<file path="src/rtl/fifo_frame_reader.sv">
// Reads a standard-mode (1-cycle latency) FIFO and emits header + FRAME_LEN data word frames on a valid/ready stream.
// Optional trailer checksum word: define FRAME_READER_CHECKSUM_EN.
module fifo_frame_reader #(
    parameter int          DATA_WIDTH = 32,
    parameter int          FRAME_LEN  = 256,
    parameter logic [15:0] HEADER_TAG = 16'hA5A5
) (
    input  logic                  CLK,
    input  logic                  RESET,
    input  logic                  ENABLE,
    input  logic                  FIFO_EMPTY,
    output logic                  FIFO_RE,
    input  logic [DATA_WIDTH-1:0] FIFO_Q,
    output logic [DATA_WIDTH-1:0] M_DATA,
    output logic                  M_VALID,
    input  logic                  M_READY,
    output logic                  M_LAST,
    output logic                  BUSY,
    output logic [15:0]           FRAME_SEQ
);

    typedef enum logic [1:0] {S_IDLE, S_HDR, S_BODY, S_TRL} state_t;

    localparam logic [15:0] LEN      = 16'(FRAME_LEN);
    localparam logic [15:0] LAST_IDX = 16'(FRAME_LEN - 1);

    state_t                state_q, state_d;
    logic [15:0]           seq_q, seq_d;
    logic [15:0]           req_q, req_d;
    logic [15:0]           sent_q, sent_d;
    logic [1:0]            occ_q, occ_d;
    logic                  inflight_q;
    logic [DATA_WIDTH-1:0] buf0_q, buf0_d;
    logic [DATA_WIDTH-1:0] buf1_q, buf1_d;
    logic                  pop;
`ifdef FRAME_READER_CHECKSUM_EN
    logic [DATA_WIDTH-1:0] chk_q, chk_d;
`endif

    // Frame sequencing, stream outputs and read request generation.
    // NOTE: every output and next-state value is defaulted first so no path through the case can infer a latch.
    always_comb begin
        state_d = state_q;
        seq_d   = seq_q;
        req_d   = req_q;
        sent_d  = sent_q;
        M_DATA  = '0;
        M_VALID = 1'b0;
        M_LAST  = 1'b0;
        FIFO_RE = 1'b0;
`ifdef FRAME_READER_CHECKSUM_EN
        chk_d   = chk_q;
`endif
        case (state_q)
            S_IDLE: begin
                if (ENABLE) state_d = S_HDR;
            end
            S_HDR: begin
                M_DATA  = DATA_WIDTH'({HEADER_TAG, seq_q});
                M_VALID = 1'b1;
`ifdef FRAME_READER_CHECKSUM_EN
                chk_d   = '0;
`endif
                if (M_READY) begin
                    state_d = S_BODY;
                    req_d   = '0;
                    sent_d  = '0;
                end
            end
            S_BODY: begin
                M_DATA  = buf0_q;
                M_VALID = (occ_q != 2'd0);
`ifndef FRAME_READER_CHECKSUM_EN
                M_LAST  = M_VALID && (sent_q == LAST_IDX);
`endif
                // Words already buffered plus the one arriving next cycle may never exceed the two slots.
                FIFO_RE = !FIFO_EMPTY && (req_q < LEN) &&
                          (({1'b0, occ_q} + {2'b00, inflight_q}) < 3'd2);
                if (FIFO_RE) req_d = req_q + 16'd1;
                if (M_VALID && M_READY) begin
                    sent_d = sent_q + 16'd1;
`ifdef FRAME_READER_CHECKSUM_EN
                    chk_d  = chk_q ^ buf0_q;
                    if (sent_q == LAST_IDX) state_d = S_TRL;
`else
                    if (sent_q == LAST_IDX) begin
                        seq_d   = seq_q + 16'd1;
                        state_d = S_IDLE;
                    end
`endif
                end
            end
`ifdef FRAME_READER_CHECKSUM_EN
            S_TRL: begin
                M_DATA  = chk_q;
                M_VALID = 1'b1;
                M_LAST  = 1'b1;
                if (M_READY) begin
                    seq_d   = seq_q + 16'd1;
                    state_d = S_IDLE;
                end
            end
`endif
            default: state_d = S_IDLE;
        endcase
    end

    // Two-entry skid buffer: buf0 is the head; a word read last cycle is captured this cycle.
    assign pop = (state_q == S_BODY) && (occ_q != 2'd0) && M_READY;

    always_comb begin
        buf0_d = buf0_q;
        buf1_d = buf1_q;
        occ_d  = occ_q;
        case ({inflight_q, pop})
            2'b10: begin
                if (occ_q == 2'd0) buf0_d = FIFO_Q;
                else               buf1_d = FIFO_Q;
                occ_d = occ_q + 2'd1;
            end
            2'b01: begin
                buf0_d = buf1_q;
                occ_d  = occ_q - 2'd1;
            end
            2'b11: begin
                if (occ_q == 2'd1) begin
                    buf0_d = FIFO_Q;
                end else begin
                    buf0_d = buf1_q;
                    buf1_d = FIFO_Q;
                end
            end
            default: ;
        endcase
    end

    // NOTE: sequential state uses non-blocking assignments so every register samples pre-edge values.
    always_ff @(posedge CLK) begin
        if (RESET) begin
            state_q    <= S_IDLE;
            seq_q      <= '0;
            req_q      <= '0;
            sent_q     <= '0;
            occ_q      <= '0;
            inflight_q <= 1'b0;
`ifdef FRAME_READER_CHECKSUM_EN
            chk_q      <= '0;
`endif
        end else begin
            state_q    <= state_d;
            seq_q      <= seq_d;
            req_q      <= req_d;
            sent_q     <= sent_d;
            occ_q      <= occ_d;
            inflight_q <= FIFO_RE;
`ifdef FRAME_READER_CHECKSUM_EN
            chk_q      <= chk_d;
`endif
        end
    end

    // NOTE: buffer storage is not reset; occupancy qualifies it and M_DATA is forced to zero outside frames.
    always_ff @(posedge CLK) begin
        buf0_q <= buf0_d;
        buf1_q <= buf1_d;
    end

    assign BUSY      = (state_q != S_IDLE);
    assign FRAME_SEQ = seq_q;

endmodule

</file>
<file path="config.mk">
export PLATFORM = sky130hd
export DESIGN_NAME = fifo_frame_reader
export DESIGN_NICKNAME = d
export VERILOG_FILES = /design/src/rtl/fifo_frame_reader.sv
export SDC_FILE = /design/constraint.sdc
export NUM_CORES = 1
export LEC_CHECK = 0
export BUFFER_PORTS_ARGS = -buffer_cell sky130_fd_sc_hd__buf_2
export CAP_MARGIN = 25
export CORE_ASPECT_RATIO = 1.2
export CORE_MARGIN = 2
export CORE_UTILIZATION = 50
export DETAILED_ROUTE_END_ITERATION = 12
export PLACE_DENSITY = 0.83
export SLEW_MARGIN = 20
export SYNTH_ARGS = -nofsm -noshare
export SYNTH_HDL_FRONTEND = slang
export SYNTH_SLANG_ARGS = --single-unit
</file>
<file path="constraint.sdc">
create_clock -name CLK -period 6.18 [get_ports CLK]
set_clock_uncertainty 0.15 [all_clocks]
set_input_delay 1.545 -clock CLK [delete_from_list [all_inputs] [get_ports CLK]]
set_output_delay 1.545 -clock CLK [all_outputs]
set_load 0.02 [all_outputs]
</file>
==> results of run 1 <==
kinds of logic after synthesis:
group                    count (synthesis)  synth area share (%)
buffers and inverters                   43                  3.34
XOR/XNOR                                 8                  1.32
AO/OA/AOI/OAI                          127                  16.7
AND/OR/NAND/NOR                        164                  18.1
flip-flops                             117                  56.0
adder cells (fa/ha/maj)                 13                  3.06
multiplexers                             7                  1.43
path summary, 6_finish.rpt:
check,endpoint,slack (ns),depth (start not counted)
setup / recovery,M_LAST,2.10,5
hold / removal,req_q[10],0.31,1
setup reg to reg,buf1_q[30],2.57,8
hold reg to reg,req_q[10],0.31,1
worst max-delay path, delay by kind of cell (launching register included):
| kind | cells | cell delay, ns |
|---|---|---|
| DFF | 1 | 0.39 |
| and+or+nand+nor | 3 | 1.17 |
| buffers and inverters | 1 | 0.19 |
| adders and majority gates | 1 | 0.22 |
routing by layer:
metal	part of all wire [%]	global-route usage, %	up-vias
met5	0	0	-
met4	2.9	9.32	0
met3	6.4	7.84	27
met2	49	35.9	152
met1	41	26.1	2022
li1	-	-	1996
cell type report:
| cell class | instances | area [um^2] | area share [%] |
|---|---|---|---|
| inverters | 15 | 56.3 | 0.873 |
| clock buffers | 18 | 429 | 6.66 |
| multi-input cells | 319 | 2200 | 34.1 |
| flip-flops and latches | 117 | 2980 | 46.3 |
| clock inverters | 14 | 113 | 1.75 |
| well taps | 129 | 161 | 2.50 |
| repair buffers | 93 | 505 | 7.84 |
power groups by stage:
| stage | sequential (mW) | combinational, mW | clock (mW) |
|---|---|---|---|
| after floorplan | 0.881 | 0.296 | 0 |
| after global placement | 0.882 | 0.398 | 0 |
| after detailed placement | 0.885 | 0.411 | 0 |
| after CTS | 0.869 | 0.414 | 0.901 |
| after global routing | 0.871 | 0.462 | 0.943 |
| final | 0.869 | 0.427 | 0.893 |
stage by stage:
stage / power [mW] / setup slack (ns)
floorplan: 1.18 / 1.73
global placement: 1.28 / 2.15
detailed placement: 1.30 / 2.00
CTS: 2.18 / 2.05
global route: 2.28 / 2.06
finish: 2.19 / 2.10
sequential cells by signal, indices dropped and copies added (netlist names):
register and cells:
FRAME_SEQ 16, buf0_q 32, inflight_q 1, buf1_q 32
occ_q 2, req_q 16, state_q 2, sent_q 16
layout by cell type, fill, tap and decap left out, types with 4 or more instances in the layout:
master / instances
sky130_fd_sc_hd__or3_1: 7
sky130_fd_sc_hd__nand2b_1: 6
sky130_fd_sc_hd__clkinvlp_4: 7
sky130_fd_sc_hd__nor4_1: 8
sky130_fd_sc_hd__o21ai_1: 4
sky130_fd_sc_hd__and2_1: 15
sky130_fd_sc_hd__nor2b_1: 34
sky130_fd_sc_hd__nor3_1: 6
sky130_fd_sc_hd__xnor2_1: 5
sky130_fd_sc_hd__o21a_1: 5
sky130_fd_sc_hd__nand4_1: 8
sky130_fd_sc_hd__a22oi_1: 16
sky130_fd_sc_hd__nand3_1: 17
sky130_fd_sc_hd__o21ai_0: 6
sky130_fd_sc_hd__clkbuf_16: 17
sky130_fd_sc_hd__nand2_1: 13
sky130_fd_sc_hd__a22o_1: 32
sky130_fd_sc_hd__dfxtp_1: 53
sky130_fd_sc_hd__a21oi_1: 35
sky130_fd_sc_hd__inv_1: 14
sky130_fd_sc_hd__buf_2: 88
sky130_fd_sc_hd__and4_1: 4
sky130_fd_sc_hd__o31ai_1: 16
sky130_fd_sc_hd__mux2_1: 5
sky130_fd_sc_hd__nor2_1: 18
sky130_fd_sc_hd__ha_1: 12
sky130_fd_sc_hd__edfxtp_1: 64
sky130_fd_sc_hd__or4_1: 17
==> out/summary.md, run 1 <==
## Worst setup path
• **kind of critical path** reg -> out
• **RR Startpoint** state_q[0]
• **cell breakdown of the critical path** ha_1 -> nand4_1 -> or4_4 -> nor2_1 -> buf_2
• **timing startpoint of the critical path** sent_q[0]
• **Critical Path End Type** output port
• **cell with the largest stage delay on the worst path** sky130_fd_sc_hd__or4_4
• **CP Max Fanout** 27
• **longest individual stage delay on the worst path** 0.76 ns
• **Worst Setup Start Kind** flop
• **endpoint required time on the critical path** 4.49 ns
• **WP data arrival** 2.38 ns

## Cells and area
• **nets** 613
• **Non-Filler Instances** 705
• **core occupancy in the finished layout** 61.6%
• **fraction of layout instances using a drive strength above 1** 22.7%
• **# fillers** 837
• **final design area excluding fillers** 6450 um^2
• **antenna cells** 0
• **layout overhead on the synthesized area** 21.1%

## STA
• **unrepaired setup endpoints after global routing** false
• **Post-Route Hold Slack** 0.309 ns
• **actual slew at the worst max-slew pin** 1.03 ns
• **share of the clock period used by the worst path** 66.0%
• **final critical path time including I/O delays and setup** 4.08 ns
• **Max transition margin** 31.1%
• **number of endpoints failing setup at the final stage** 0
• **max-slew violations** 0
• **highest achievable clock rate** 245 MHz
• **Setup TNS** 0 ns
• **Final Hold Violating Endpoints** 0

## Place
• **area after detailed placement** 5850 um^2
• **# port buffers** 88
• **Detailed Place HPWL** 8.10 mm
• **Routability Congestion** 0.826
• **Placed Cells** 670

## Power
• **switching power** 0.637 mW
• **Leak Pwr** 2.43 nW
• **switching portion of total power** 29.1%
• **part of the power in the clock network** 40.8%
• **P per Cell Area** 339 nW/um^2
• **maximum ir drop on the vdd rail** 0.285 mV
• **internal power of the cells** 1.55 mW
• **sequential group share of total power** 39.7%
• **portion of total power attributed to combinational logic** 19.5%

## Detailed routing
• **violation count after the first detailed-routing iteration** 363
• **Final ANT Viol Nets** 0
• **drt total wl** 12.4 mm
• **routed vias** 4,197
• **number of search-and-repair iterations in the first detailed-routing pass** 5
• **average routed wire per standard cell** 17.6 um
• **mean number of vias per cell** 5.95
• **# DRC** 0

## Die
• **Die Footprint** 11,500 um^2
• **initial standard-cell utilization of the core** 50.9%
• **height of the die** 117 um
• **top-level I/O count** 89
• **overall die width** 98.2 um
• **FP Rows** 41
• **standard cell core area** 10,500 um^2

## Global route
• **Overflow after GRT** 0
• **largest net degree at the start of global routing** 41
• **Tot GR Track Use** 21.8%
• **antenna violations before repair** 0
• **wire length of the first global-routing pass** 19.6 mm
• **via count of the first global-routing pass** 4,043

## Outcome
• **outcome** finished clean

## Job
• **Max Cap Violations** 0

## Clock tree
• **CTS buffer count** 17
• **Clock Sink Count** 117
• **count of hold-fix buffers inserted at cts** 0
• **post-CTS sizing** 0
• **clock tree from TritonCTS** yes
• **clock latency reported for the late side of the worst-skew pair** 0.41 ns
• **root buf cell** sky130_fd_sc_hd__clkbuf_16
• **setup repair bufs after CTS** 0
• **maximum level of the CTS H-tree** 4
• **Clock Tree Buf Depth** 2
• **clock transition at the registers of the reported paths** 0.05 ns

## Yosys
• **Mapped Area** 5320 um^2
• **net count after synthesis** 529
• **cell count after synthesis** 479
• **fraction of synthesized cell area taken by the top area cell type** 36.1%
• **cell types occupying the most area after synthesis** sky130_fd_sc_hd__edfxtp_1 (36%), sky130_fd_sc_hd__dfxtp_1 (20%), sky130_fd_sc_hd__a22o_1 (5.3%), sky130_fd_sc_hd__nor2b_1 (4.0%), sky130_fd_sc_hd__a21oi_1 (3.5%)
• **number of register bits inferred by synthesis** 117
• **Syn Area/Cell** 11.1 um^2
• **number of synthesized flops with an enable pin** 64
• **share of async-settable or async-resettable flops after synthesis** 0%
• **library cell with the largest summed area after synthesis** sky130_fd_sc_hd__edfxtp_1
• **synthesis warning total** 0
• **most common cell in the netlist** sky130_fd_sc_hd__edfxtp_1
• **dominant register cell in the synthesized netlist** sky130_fd_sc_hd__edfxtp_1
• **Post-synth top cells** sky130_fd_sc_hd__edfxtp_1 (64), sky130_fd_sc_hd__dfxtp_1 (53), sky130_fd_sc_hd__a21oi_1 (37)
• **Distinct cells, synth** 45
• **sequential cell area fraction in the yosys report** 56.0%

## Min path
• **hold_sp** req_q[10]
• **worst min-delay path class** reg -> reg

Power figures use the tool's default switching activity.
==> run 2: changes to the inputs <==
- ABC_AREA: unset -> 1
- PLACE_DENSITY: 0.83 -> 0.86
- clock period: 6.18 -> 3.5 ns (I/O delays scaled with it)
==> run 2 against run 1 <==
Sequential cell count stayed put. Non-clock buffer count rose by 4. Cell count grew 31%. Clock-buffer cell count fell by 1. Synthesized cell count up 43%. Critical endpoint is now M_DATA[11]. Highest routed layer unchanged.
==> out/summary.md, run 2 <==
## Worst setup path
• **CP Max Fanout** 32
• **Worst Setup Start Kind** flop
• **cell breakdown of the critical path** inv_1 -> ha_1 -> buf_4 -> nand2_1 -> a21oi_1 -> buf_2
• **total number of cells along the worst setup path** 6
• **cell with the largest stage delay on the worst path** sky130_fd_sc_hd__buf_4
• **kind of critical path** reg -> out
• **Critical Path End Type** output port
• **Largest delay share family, worst path** buffers and inverters
• **Bufs and invs on worst path** 3
• **longest individual stage delay on the worst path** 0.39 ns
• **endpoint required time on the critical path** 2.47 ns
• **WP data arrival** 2.14 ns
• **cells on worst reg2reg path** 8

## Place
• **Placed Cells** 890
• **# port buffers** 88
• **Setup WS pre-CTS** 0.726 ns
• **Detailed Place HPWL** 9.02 mm
• **Routability Congestion** 0.886

## Clock tree
• **setup repair bufs after CTS** 0
• **clock latency reported for the late side of the worst-skew pair** 0.41 ns
• **count of hold-fix buffers inserted at cts** 0
• **post-CTS sizing** 0
• **Clock Sink Count** 117
• **maximum level of the CTS H-tree** 4
• **CTS buffer count** 17
• **clock transition at the registers of the reported paths** 0.06 ns
• **root buf cell** sky130_fd_sc_hd__clkbuf_16
• **Clock Tree Buf Depth** 2
• **clock tree from TritonCTS** yes

## STA
• **Max transition margin** 47.9%
• **Setup TNS** 0 ns
• **final critical path time including I/O delays and setup** 3.16 ns
• **unrepaired setup endpoints after global routing** false
• **share of the clock period used by the worst path** 90.3%
• **Post-Route Hold Slack** 0.291 ns
• **highest achievable clock rate** 316 MHz
• **Final Hold Violating Endpoints** 0
• **slack of the critical path** 0.338 ns
• **actual slew at the worst max-slew pin** 0.781 ns
• **number of endpoints failing setup at the final stage** 0
• **max-slew violations** 0

## Die
• **Die Footprint** 12,100 um^2
• **FP Rows** 42
• **initial standard-cell utilization of the core** 51.2%
• **overall die width** 101 um
• **standard cell core area** 11,000 um^2
• **height of the die** 120 um
• **top-level I/O count** 89

## Power
• **switching portion of total power** 33.3%
• **internal power of the cells** 2.76 mW
• **Leak Pwr** 2.87 nW
• **part of the power in the clock network** 39.2%
• **maximum ir drop on the vdd rail** 0.430 mV
• **P per Cell Area** 610 nW/um^2
• **switching power** 1.38 mW
• **sequential group share of total power** 38.0%
• **portion of total power attributed to combinational logic** 22.9%

## Yosys
• **dominant register cell in the synthesized netlist** sky130_fd_sc_hd__edfxtp_1
• **Post-synth top cells** sky130_fd_sc_hd__nand2_1 (153), sky130_fd_sc_hd__inv_1 (94), sky130_fd_sc_hd__o21ai_0 (79)
• **net count after synthesis** 735
• **cell count after synthesis** 685
• **library cell with the largest summed area after synthesis** sky130_fd_sc_hd__edfxtp_1
• **number of synthesized flops with an enable pin** 64
• **cell types occupying the most area after synthesis** sky130_fd_sc_hd__edfxtp_1 (34%), sky130_fd_sc_hd__dfxtp_1 (19%), sky130_fd_sc_hd__nand2_1 (10%), sky130_fd_sc_hd__o21ai_0 (7.0%), sky130_fd_sc_hd__inv_1 (6.3%)
• **most common cell in the netlist** sky130_fd_sc_hd__nand2_1
• **Distinct cells, synth** 32
• **number of register bits inferred by synthesis** 117
• **share of async-settable or async-resettable flops after synthesis** 0%
• **fraction of synthesized cell area taken by the top area cell type** 34.2%
• **synthesis warning total** 0
• **sequential cell area fraction in the yosys report** 53.0%
• **Mapped Area** 5630 um^2
• **Syn Area/Cell** 8.21 um^2

## Global route
• **Tot GR Track Use** 23.6%
• **largest net degree at the start of global routing** 33
• **Overflow after GRT** 0
• **antenna violations before repair** 0
• **via count of the first global-routing pass** 4,683
• **wire length of the first global-routing pass** 22.3 mm

## Detailed routing
• **routed vias** 5,006
• **average routed wire per standard cell** 14.7 um
• **drt total wl** 13.6 mm
• **Final ANT Viol Nets** 0
• **number of search-and-repair iterations in the first detailed-routing pass** 5
• **# DRC** 0
• **mean number of vias per cell** 5.43
• **violation count after the first detailed-routing iteration** 333

## Cells and area
• **highest-count cells in the layout ignoring fill and taps** sky130_fd_sc_hd__nand2_1 (153), sky130_fd_sc_hd__inv_1 (94), sky130_fd_sc_hd__buf_2 (88), sky130_fd_sc_hd__o21ai_0 (79)
• **Non-Filler Instances** 922
• **fraction of layout instances using a drive strength above 1** 18.0%
• **layout overhead on the synthesized area** 20.6%
• **largest registers ranked by flip-flop count** buf0_q: 32 flops, buf1_q: 32 flops
• **most common library cell in the layout ignoring fill and taps** sky130_fd_sc_hd__nand2_1
• **nets** 827
• **antenna cells** 0

## Min path
• **worst min-delay path class** reg -> reg
• **count of cells along the worst hold path** 2

## Job
• **Max Cap Violations** 0

## Outcome
• **outcome** finished clean

==> run 2: worst paths after layout <==
check / from / end / slack (ns)
worst max register to register: state_q[0] / buf1_q[24] / 0.81
worst min-delay path: req_q[9] / req_q[9] / 0.29
worst min register to register: req_q[9] / req_q[9] / 0.29
worst max-delay path: state_q[0] / M_DATA[11] / 0.34
==> run 2: worst reg2reg max path: stages (launching register included) <==
cell,delay [ns]
sky130_fd_sc_hd__dfxtp_1,0.33
sky130_fd_sc_hd__inv_1,0.11
sky130_fd_sc_hd__ha_1,0.38
sky130_fd_sc_hd__nand3_1,0.24
sky130_fd_sc_hd__inv_1,0.20
sky130_fd_sc_hd__ha_1,0.25
sky130_fd_sc_hd__nand2_1,0.11
sky130_fd_sc_hd__a21oi_4,0.39
sky130_fd_sc_hd__buf_12,0.24
==> run 2: cell families after synthesis <==
kind of cell | Yosys count | share of synthesized area, %
AND/OR/NAND/NOR | 283 | 21.4
AO/OA/AOI/OAI | 146 | 13.5
buffers and inverters | 122 | 8.56
flip-flops | 117 | 53.0
adder cells (fa/ha/maj) | 13 | 2.89
XOR/XNOR | 4 | 0.623
==> run 2: cell type report <==
| type | count | area (um^2) |
|---|---|---|
| Inverter | 98 | 369 |
| Fill cell | 881 | 4200 |
| Multi-Input combinational cell | 446 | 2190 |
| Timing Repair Buffer | 97 | 520 |
| Sequential cell | 117 | 2980 |
| Tap cell | 132 | 165 |
| Clock inverter | 15 | 131 |
| Clock buffer | 17 | 425 |
==> run 2: per-layer routing <==
metal	GRT usage (%)	up-vias	wire length [um]
li1	-	2440	-
met1	29.8	2326	5480
met2	37.4	205	6710
met3	6.59	35	1000
met4	10.7	0	359
met5	0	-	0
==> run 2: power by group through the flow <==
stage / Clock [mW] / Sequential (mW) / Combinational [mW]
floorplan: 0 / 1.58 / 0.648
global placement: 0 / 1.59 / 0.915
detailed placement: 0 / 1.60 / 0.928
CTS: 1.63 / 1.57 / 0.944
global route: 1.70 / 1.57 / 1.03
finish: 1.62 / 1.57 / 0.946
==> run 2: metrics by stage <==
stage | utilization (%) | total power [mW] | instance area (um^2)
final | 61.7 | 4.13 | 6780
after global routing | 61.7 | 4.31 | 6780
after CTS | 61.7 | 4.14 | 6780
after detailed placement | 56.7 | 2.52 | 6220
after global placement | 56.7 | 2.51 | 6220
after floorplan | - | 2.23 | 5630
